## src/rtl/y86_defs.sv

```systemverilog
// Shared Y86-64 definitions: instruction codes, register IDs, status codes and
// the opcode injected when a pipeline register is bubbled.
package y86_defs;

    // Instruction codes (upper nibble of the opcode byte)
    localparam logic [3:0] I_HALT   = 4'h0;
    localparam logic [3:0] I_NOP    = 4'h1;
    localparam logic [3:0] I_RRMOVQ = 4'h2;
    localparam logic [3:0] I_IRMOVQ = 4'h3;
    localparam logic [3:0] I_RMMOVQ = 4'h4;
    localparam logic [3:0] I_MRMOVQ = 4'h5;
    localparam logic [3:0] I_OPQ    = 4'h6;
    localparam logic [3:0] I_JXX    = 4'h7;
    localparam logic [3:0] I_CALL   = 4'h8;
    localparam logic [3:0] I_RET    = 4'h9;
    localparam logic [3:0] I_PUSHQ  = 4'hA;
    localparam logic [3:0] I_POPQ   = 4'hB;

    // Register file geometry and special IDs
    localparam int         NREG   = 15;
    localparam logic [3:0] RNONE  = 4'hF;
    localparam logic [3:0] RSP_ID = 4'h4;

    // Bubble contents
    localparam logic [7:0] NOP_OP   = 8'h10;
    localparam logic [7:0] NOP_RARB = 8'hFF;

    // Instruction status carried down the pipe
    typedef enum logic [1:0] {
        STAT_AOK = 2'd0,
        STAT_HLT = 2'd1,
        STAT_ADR = 2'd2,
        STAT_INS = 2'd3
    } stat_t;

endpackage

```

## src/rtl/decode_stage_regfile.sv

```systemverilog
// 15 x 64-bit architectural register file. Two asynchronous read ports, two
// synchronous write ports (E and M), synchronous clear. ID F reads as zero and
// is never written. When both write ports target the same register, port M
// wins so that popq %rsp leaves the loaded value in %rsp.
module decode_stage_regfile
    import y86_defs::*;
(
    input  logic        clk,
    input  logic        rst,
    input  logic [3:0]  raddr_a,
    input  logic [3:0]  raddr_b,
    output logic [63:0] rdata_a,
    output logic [63:0] rdata_b,
    input  logic [3:0]  waddr_e,
    input  logic [63:0] wdata_e,
    input  logic [3:0]  waddr_m,
    input  logic [63:0] wdata_m
);

    logic [63:0] regs [NREG];

    // Clear on reset, otherwise apply port E then port M so M takes precedence
    always_ff @(posedge clk) begin
        if (rst) begin
            for (int i = 0; i < NREG; i++) begin
                regs[i] <= 64'd0;
            end
        end else begin
            if (waddr_e != RNONE) begin
                regs[waddr_e] <= wdata_e;
            end
            if (waddr_m != RNONE) begin
                regs[waddr_m] <= wdata_m;
            end
        end
    end

    // Asynchronous reads; same-cycle writes are not visible until the next cycle
    always_comb begin
        rdata_a = (raddr_a == RNONE) ? 64'd0 : regs[raddr_a];
        rdata_b = (raddr_b == RNONE) ? 64'd0 : regs[raddr_b];
    end

endmodule

```

## src/rtl/decode_stage.sv

```systemverilog
// Y86-64 decode stage: F->D pipeline register, register-ID decode, register
// file read/writeback and valA/valB forwarding from the e, M and W stages.
// Pipeline control: D_stall holds the D register and has priority over
// D_bubble, which replaces the D contents with a nop. Neither touches the
// register file.
module decode_stage
    import y86_defs::*;
(
    input  logic        clk,
    input  logic        rst,
    input  logic [7:0]  f_opcode,
    input  logic [7:0]  f_rArB,
    input  logic [63:0] f_valC,
    input  logic [63:0] f_valP,
    input  logic [1:0]  f_stat,
    input  logic        D_stall,
    input  logic        D_bubble,
    input  logic [3:0]  e_dstE,
    input  logic [63:0] e_valE,
    input  logic [3:0]  M_dstE,
    input  logic [63:0] M_valE,
    input  logic [3:0]  M_dstM,
    input  logic [63:0] m_valM,
    input  logic [3:0]  W_dstE,
    input  logic [63:0] W_valE,
    input  logic [3:0]  W_dstM,
    input  logic [63:0] W_valM,
    output logic [7:0]  D_opcode,
    output logic [7:0]  D_rArB,
    output logic [63:0] D_valC,
    output logic [63:0] D_valP,
    output logic [1:0]  D_stat,
    output logic [3:0]  d_srcA,
    output logic [3:0]  d_srcB,
    output logic [3:0]  d_dstE,
    output logic [3:0]  d_dstM,
    output logic [63:0] d_valA,
    output logic [63:0] d_valB
);

    logic [3:0]  icode;
    logic [3:0]  ra;
    logic [3:0]  rb;
    logic [63:0] rf_a;
    logic [63:0] rf_b;

    // D pipeline register: reset, then stall, then bubble, then load
    always_ff @(posedge clk) begin
        if (rst) begin
            D_opcode <= NOP_OP;
            D_rArB   <= NOP_RARB;
            D_valC   <= 64'd0;
            D_valP   <= 64'd0;
            D_stat   <= STAT_AOK;
        end else if (D_stall) begin
            D_opcode <= D_opcode;
            D_rArB   <= D_rArB;
            D_valC   <= D_valC;
            D_valP   <= D_valP;
            D_stat   <= D_stat;
        end else if (D_bubble) begin
            D_opcode <= NOP_OP;
            D_rArB   <= NOP_RARB;
            D_valC   <= 64'd0;
            D_valP   <= 64'd0;
            D_stat   <= STAT_AOK;
        end else begin
            D_opcode <= f_opcode;
            D_rArB   <= f_rArB;
            D_valC   <= f_valC;
            D_valP   <= f_valP;
            D_stat   <= f_stat;
        end
    end

    assign icode = D_opcode[7:4];
    assign ra    = D_rArB[7:4];
    assign rb    = D_rArB[3:0];

    // Register-ID decode; a faulted instruction names no registers at all
    always_comb begin
        d_srcA = RNONE;
        d_srcB = RNONE;
        d_dstE = RNONE;
        d_dstM = RNONE;
        if (D_stat == STAT_AOK) begin
            case (icode)
                I_RRMOVQ, I_RMMOVQ, I_OPQ, I_PUSHQ: d_srcA = ra;
                I_RET, I_POPQ:                      d_srcA = RSP_ID;
                default:                            d_srcA = RNONE;
            endcase
            case (icode)
                I_RMMOVQ, I_MRMOVQ, I_OPQ:          d_srcB = rb;
                I_CALL, I_RET, I_PUSHQ, I_POPQ:     d_srcB = RSP_ID;
                default:                            d_srcB = RNONE;
            endcase
            // cmov (rrmovq) always names rB here; execute cancels it if the condition fails
            case (icode)
                I_RRMOVQ, I_IRMOVQ, I_OPQ:          d_dstE = rb;
                I_CALL, I_RET, I_PUSHQ, I_POPQ:     d_dstE = RSP_ID;
                I_HALT, I_NOP:                      d_dstE = RNONE;
                default:                            d_dstE = RNONE;
            endcase
            case (icode)
                I_MRMOVQ, I_POPQ:                   d_dstM = ra;
                default:                            d_dstM = RNONE;
            endcase
        end
    end

    decode_stage_regfile u_regfile (
        .clk     (clk),
        .rst     (rst),
        .raddr_a (d_srcA),
        .raddr_b (d_srcB),
        .rdata_a (rf_a),
        .rdata_b (rf_b),
        .waddr_e (W_dstE),
        .wdata_e (W_valE),
        .waddr_m (W_dstM),
        .wdata_m (W_valM)
    );

    // Operand selection: youngest producer wins; jXX/call carry valP in valA
    always_comb begin
        if (icode == I_JXX || icode == I_CALL) begin
            d_valA = D_valP;
        end else if (d_srcA != RNONE && d_srcA == e_dstE) begin
            d_valA = e_valE;
        end else if (d_srcA != RNONE && d_srcA == M_dstM) begin
            d_valA = m_valM;
        end else if (d_srcA != RNONE && d_srcA == M_dstE) begin
            d_valA = M_valE;
        end else if (d_srcA != RNONE && d_srcA == W_dstM) begin
            d_valA = W_valM;
        end else if (d_srcA != RNONE && d_srcA == W_dstE) begin
            d_valA = W_valE;
        end else begin
            d_valA = rf_a;
        end

        if (d_srcB != RNONE && d_srcB == e_dstE) begin
            d_valB = e_valE;
        end else if (d_srcB != RNONE && d_srcB == M_dstM) begin
            d_valB = m_valM;
        end else if (d_srcB != RNONE && d_srcB == M_dstE) begin
            d_valB = M_valE;
        end else if (d_srcB != RNONE && d_srcB == W_dstM) begin
            d_valB = W_valM;
        end else if (d_srcB != RNONE && d_srcB == W_dstE) begin
            d_valB = W_valE;
        end else begin
            d_valB = rf_b;
        end
    end

endmodule

```

## config.mk

```make
export PLATFORM = sky130hd
export DESIGN_NAME = decode_stage
export DESIGN_NICKNAME = d
export VERILOG_FILES = /design/src/rtl/y86_defs.sv /design/src/rtl/decode_stage_regfile.sv /design/src/rtl/decode_stage.sv
export SDC_FILE = /design/constraint.sdc
export NUM_CORES = 2
export LEC_CHECK = 0
export ABC_AREA = 0
export BUFFER_PORTS_ARGS = -buffer_cell sky130_fd_sc_hd__buf_2
export CORE_MARGIN = 3
export CORE_UTILIZATION = 25
export CTS_BUF_LIST = sky130_fd_sc_hd__clkbuf_16
export DETAILED_ROUTE_END_ITERATION = 16
export GPL_TIMING_DRIVEN = 1
export PLACE_DENSITY = 0.45
export SLEW_MARGIN = 20
export SYNTH_ARGS = -nofsm -noshare
export SYNTH_HDL_FRONTEND = slang
export SYNTH_HIERARCHICAL = 1
export SYNTH_SLANG_ARGS = --single-unit
export TNS_END_PERCENT = 100
```

## constraint.sdc

```tcl
create_clock -name clk -period 9.85 [get_ports clk]
set_input_delay 1.97 -clock clk [delete_from_list [all_inputs] [get_ports clk]]
set_output_delay 1.97 -clock clk [all_outputs]
set_load 0.01 [all_outputs]
```

==> impl_metrics.json <==
{
  "synthTopCellsByArea": "edfxtp_1 43%, a22o_1 13%, mux4_2 8.7%, mux2i_1 5.8%, dfxtp_1 4.4%",
  "avgSynthCellArea_um2": 11.9,
  "drt-total-wl_um": 378000,
  "die_h_um": 523,
  "numCtsBuffers": 145,
  "netlist_instances": 5640,
  "clk_latency_ns": 0.80,
  "yosysSeqAreaShare_pct": 47.5,
  "p_leak_nw": 30.0,
  "core_area_um2": 266000,
  "final_common_cell": "a22o_1",
  "cts_resized": 0,
  "synth.top_cell.area_share_pct": 43.1,
  "place.gp.congestion": 0.891,
  "n_fill_cell": 27293,
  "portBuffers": 779,
  "syn_area_um2": 66900,
  "boundaryPins": 780,
  "setup_tns_ns": 0,
  "cts_tree": "done",
  "outcome": "finished, final reports clean",
  "postCtsSetupBuffers": 0,
  "grt_usage_pct": 26.4,
  "cts_hold_buffers": 0,
  "tightest_slew_ns": 1.23,
  "finalClockSkew_ns": 0,
  "max-vdd-ir-drop_uv": 195,
  "critPathKind": "reg2out",
  "first_iter_violations": 7389,
  "drc": 0,
  "max_freq_mhz": 114,
  "synth_nets": 6130,
  "num_vias": 59701,
  "drt-pass1-iter-count": 7,
  "gr-total-overflow": 0,
  "critPathLaunchType": "flop",
  "p_per_area_nw_per_um2": 165,
  "dp_cells": 9345,
  "synth_top_cell_by_area": "edfxtp_1",
  "power_mw": 12.9,
  "cts_buffer_depth": 3,
  "post-dp-hpwl_um": 223000,
  "die_area_um2": 274000,
  "ys_seq_elements": 1106,
  "multi_input_area_um2": 32000,
  "holdCritPathClass": "reg2reg",
  "yosysWarnings": 6,
  "critPathMaxFanout": 38,
  "die_x_um": 523,
  "regArea_um2": 31800,
  "rsz0062_at_grt": "false",
  "hold_viol_final": 0,
  "cts_sinks": 1106,
  "rows": 189,
  "setup_viol": 0,
  "synth_ff_type": "edfxtp_1",
  "stdcell_count": 9634,
  "mostFrequentLayoutCells": "962 x a22o_1, 960 x edfxtp_1, 777 x buf_2",
  "endpoint_kind": "primary output",
  "grt_pass1_wl_um": 503000,
  "slew_headroom_pct": 18.1,
  "area_growth_pct": 17.2,
  "initial_core_util_pct": 25.2,
  "wl_per_cell_um": 39.2,
  "via_per_inst": 6.20,
  "arrival_ns": 6.77,
  "drive_above_1_share_pct": 25.4,
  "min_period_ns": 8.74,
  "netlist-cell-type-count": 81,
  "maxCapViolations": 0,
  "slew_viol_final": 0,
  "post-route-period-util_pct": 88.7,
  "antenna_found_initial": 81,
  "root_buffer": "clkbuf_16",
  "htree_levels": 4,
  "ant_nets": 0,
  "grt_pass1_vias": 58854,
  "async_flop_share_pct": 0,
  "grt_max_degree": 129,
  "synth_edf_count": 960,
  "clkSlewWorstSetupHoldPaths_ns": 0.06,
  "required_ns": 7.88,
  "nets": 6451
}
[logic make-up (layout without fill, tap and decap cells)]
kind of cell    after synthesis  count (layout)  synth area share (%)
buf+inv                     839            1271                  5.42
mux                         706             706                  15.5
compound gates             2194            2194                  25.7
xor+xnor                     23              23                 0.301
other cells                   0              29                     0
flops                      1106            1106                  47.5
simple gates                772             772                  5.58
[final timing paths]
check	startpoint	end	slack, ns	cells past startpoint
max	D_opcode[6]	d_valA[42]	1.11	12
min	D_valC[30]	D_valC[30]	0.50	2
max reg2reg	D_valP[34]	D_valP[34]	8.64	2
min reg2reg	D_valC[30]	D_valC[30]	0.50	2
[through the flow]
stage / setup WS (ns) / instance area [um^2] / utilization (%) / hold WS [ns]
3_5_place_dp: 1.86 / 73700 / 27.7 / 0.496
5_1_grt: 0.750 / 78300 / 29.5 / 0.527
2_1_floorplan: 3.70 / 66900 / - / 0.532
4_1_cts: 1.25 / 78300 / 29.4 / 0.512
3_3_place_gp: 1.90 / 73700 / 27.7 / 0.489
6_report: 1.11 / 78400 / 29.5 / 0.505
[worst max-delay path, stage by stage, from the launching register on]
cell and delay (ns):
dfxtp_1 0.56, nor2b_1 0.73, o21ai_0 0.40, nand2_1 0.90
nand2b_4 0.79, buf_4 0.57, o22ai_1 0.24, a221oi_1 0.06
o21ai_0 0.74, mux2i_1 0.18, a211o_1 0.34, a31oi_1 0.24
buf_2 0.18
[state kept, by name, indices dropped and copies added, names as in the netlist]
name and count:
D_valC 64, D_rArB 8, D_valP 64, D_stat 2
D_opcode 8, u_regfile/regs 960
[synth_stat cells, types with 137 or more instances]
cell / n
o22ai_1: 200
clkbuf_1: 508
mux4_2: 257
o21ai_0: 137
a22o_1: 962
nand2_1: 146
a22oi_1: 263
buf_2: 183
dfxtp_1: 146
nor2_1: 294
mux2i_1: 385
edfxtp_1: 960
[power by group]
group | internal (mW) | leakage, nW | switching (mW)
Sequential | 5.45 | 10.5 | 0.185
Combinational | 0.735 | 17.1 | 1.31
Clock | 2.99 | 2.38 | 2.27
[layer usage]
layer	vias to the layer above	wire length [um]	track usage (%)	part of all wire, %
met4	34	20900	12.7	5.5
li1	23876	-	-	-
met2	4069	172000	42.0	45
met3	856	36900	6.28	9.8
met1	30866	148000	33.6	39
met5	-	224	0	0.059
[cell type report]
type | count | area share [%]
Clock inverter | 106 | 0.954
Antenna cell | 29 | 0.0926
Inverter | 74 | 0.370
Timing Repair Buffer | 939 | 6.78
Multi-Input combinational cell | 3695 | 40.8
Tap cell | 3533 | 5.64
Sequential cell | 1106 | 40.5
Clock buffer | 152 | 4.85
No activity file was read; power rests on OpenSTA's default activity.
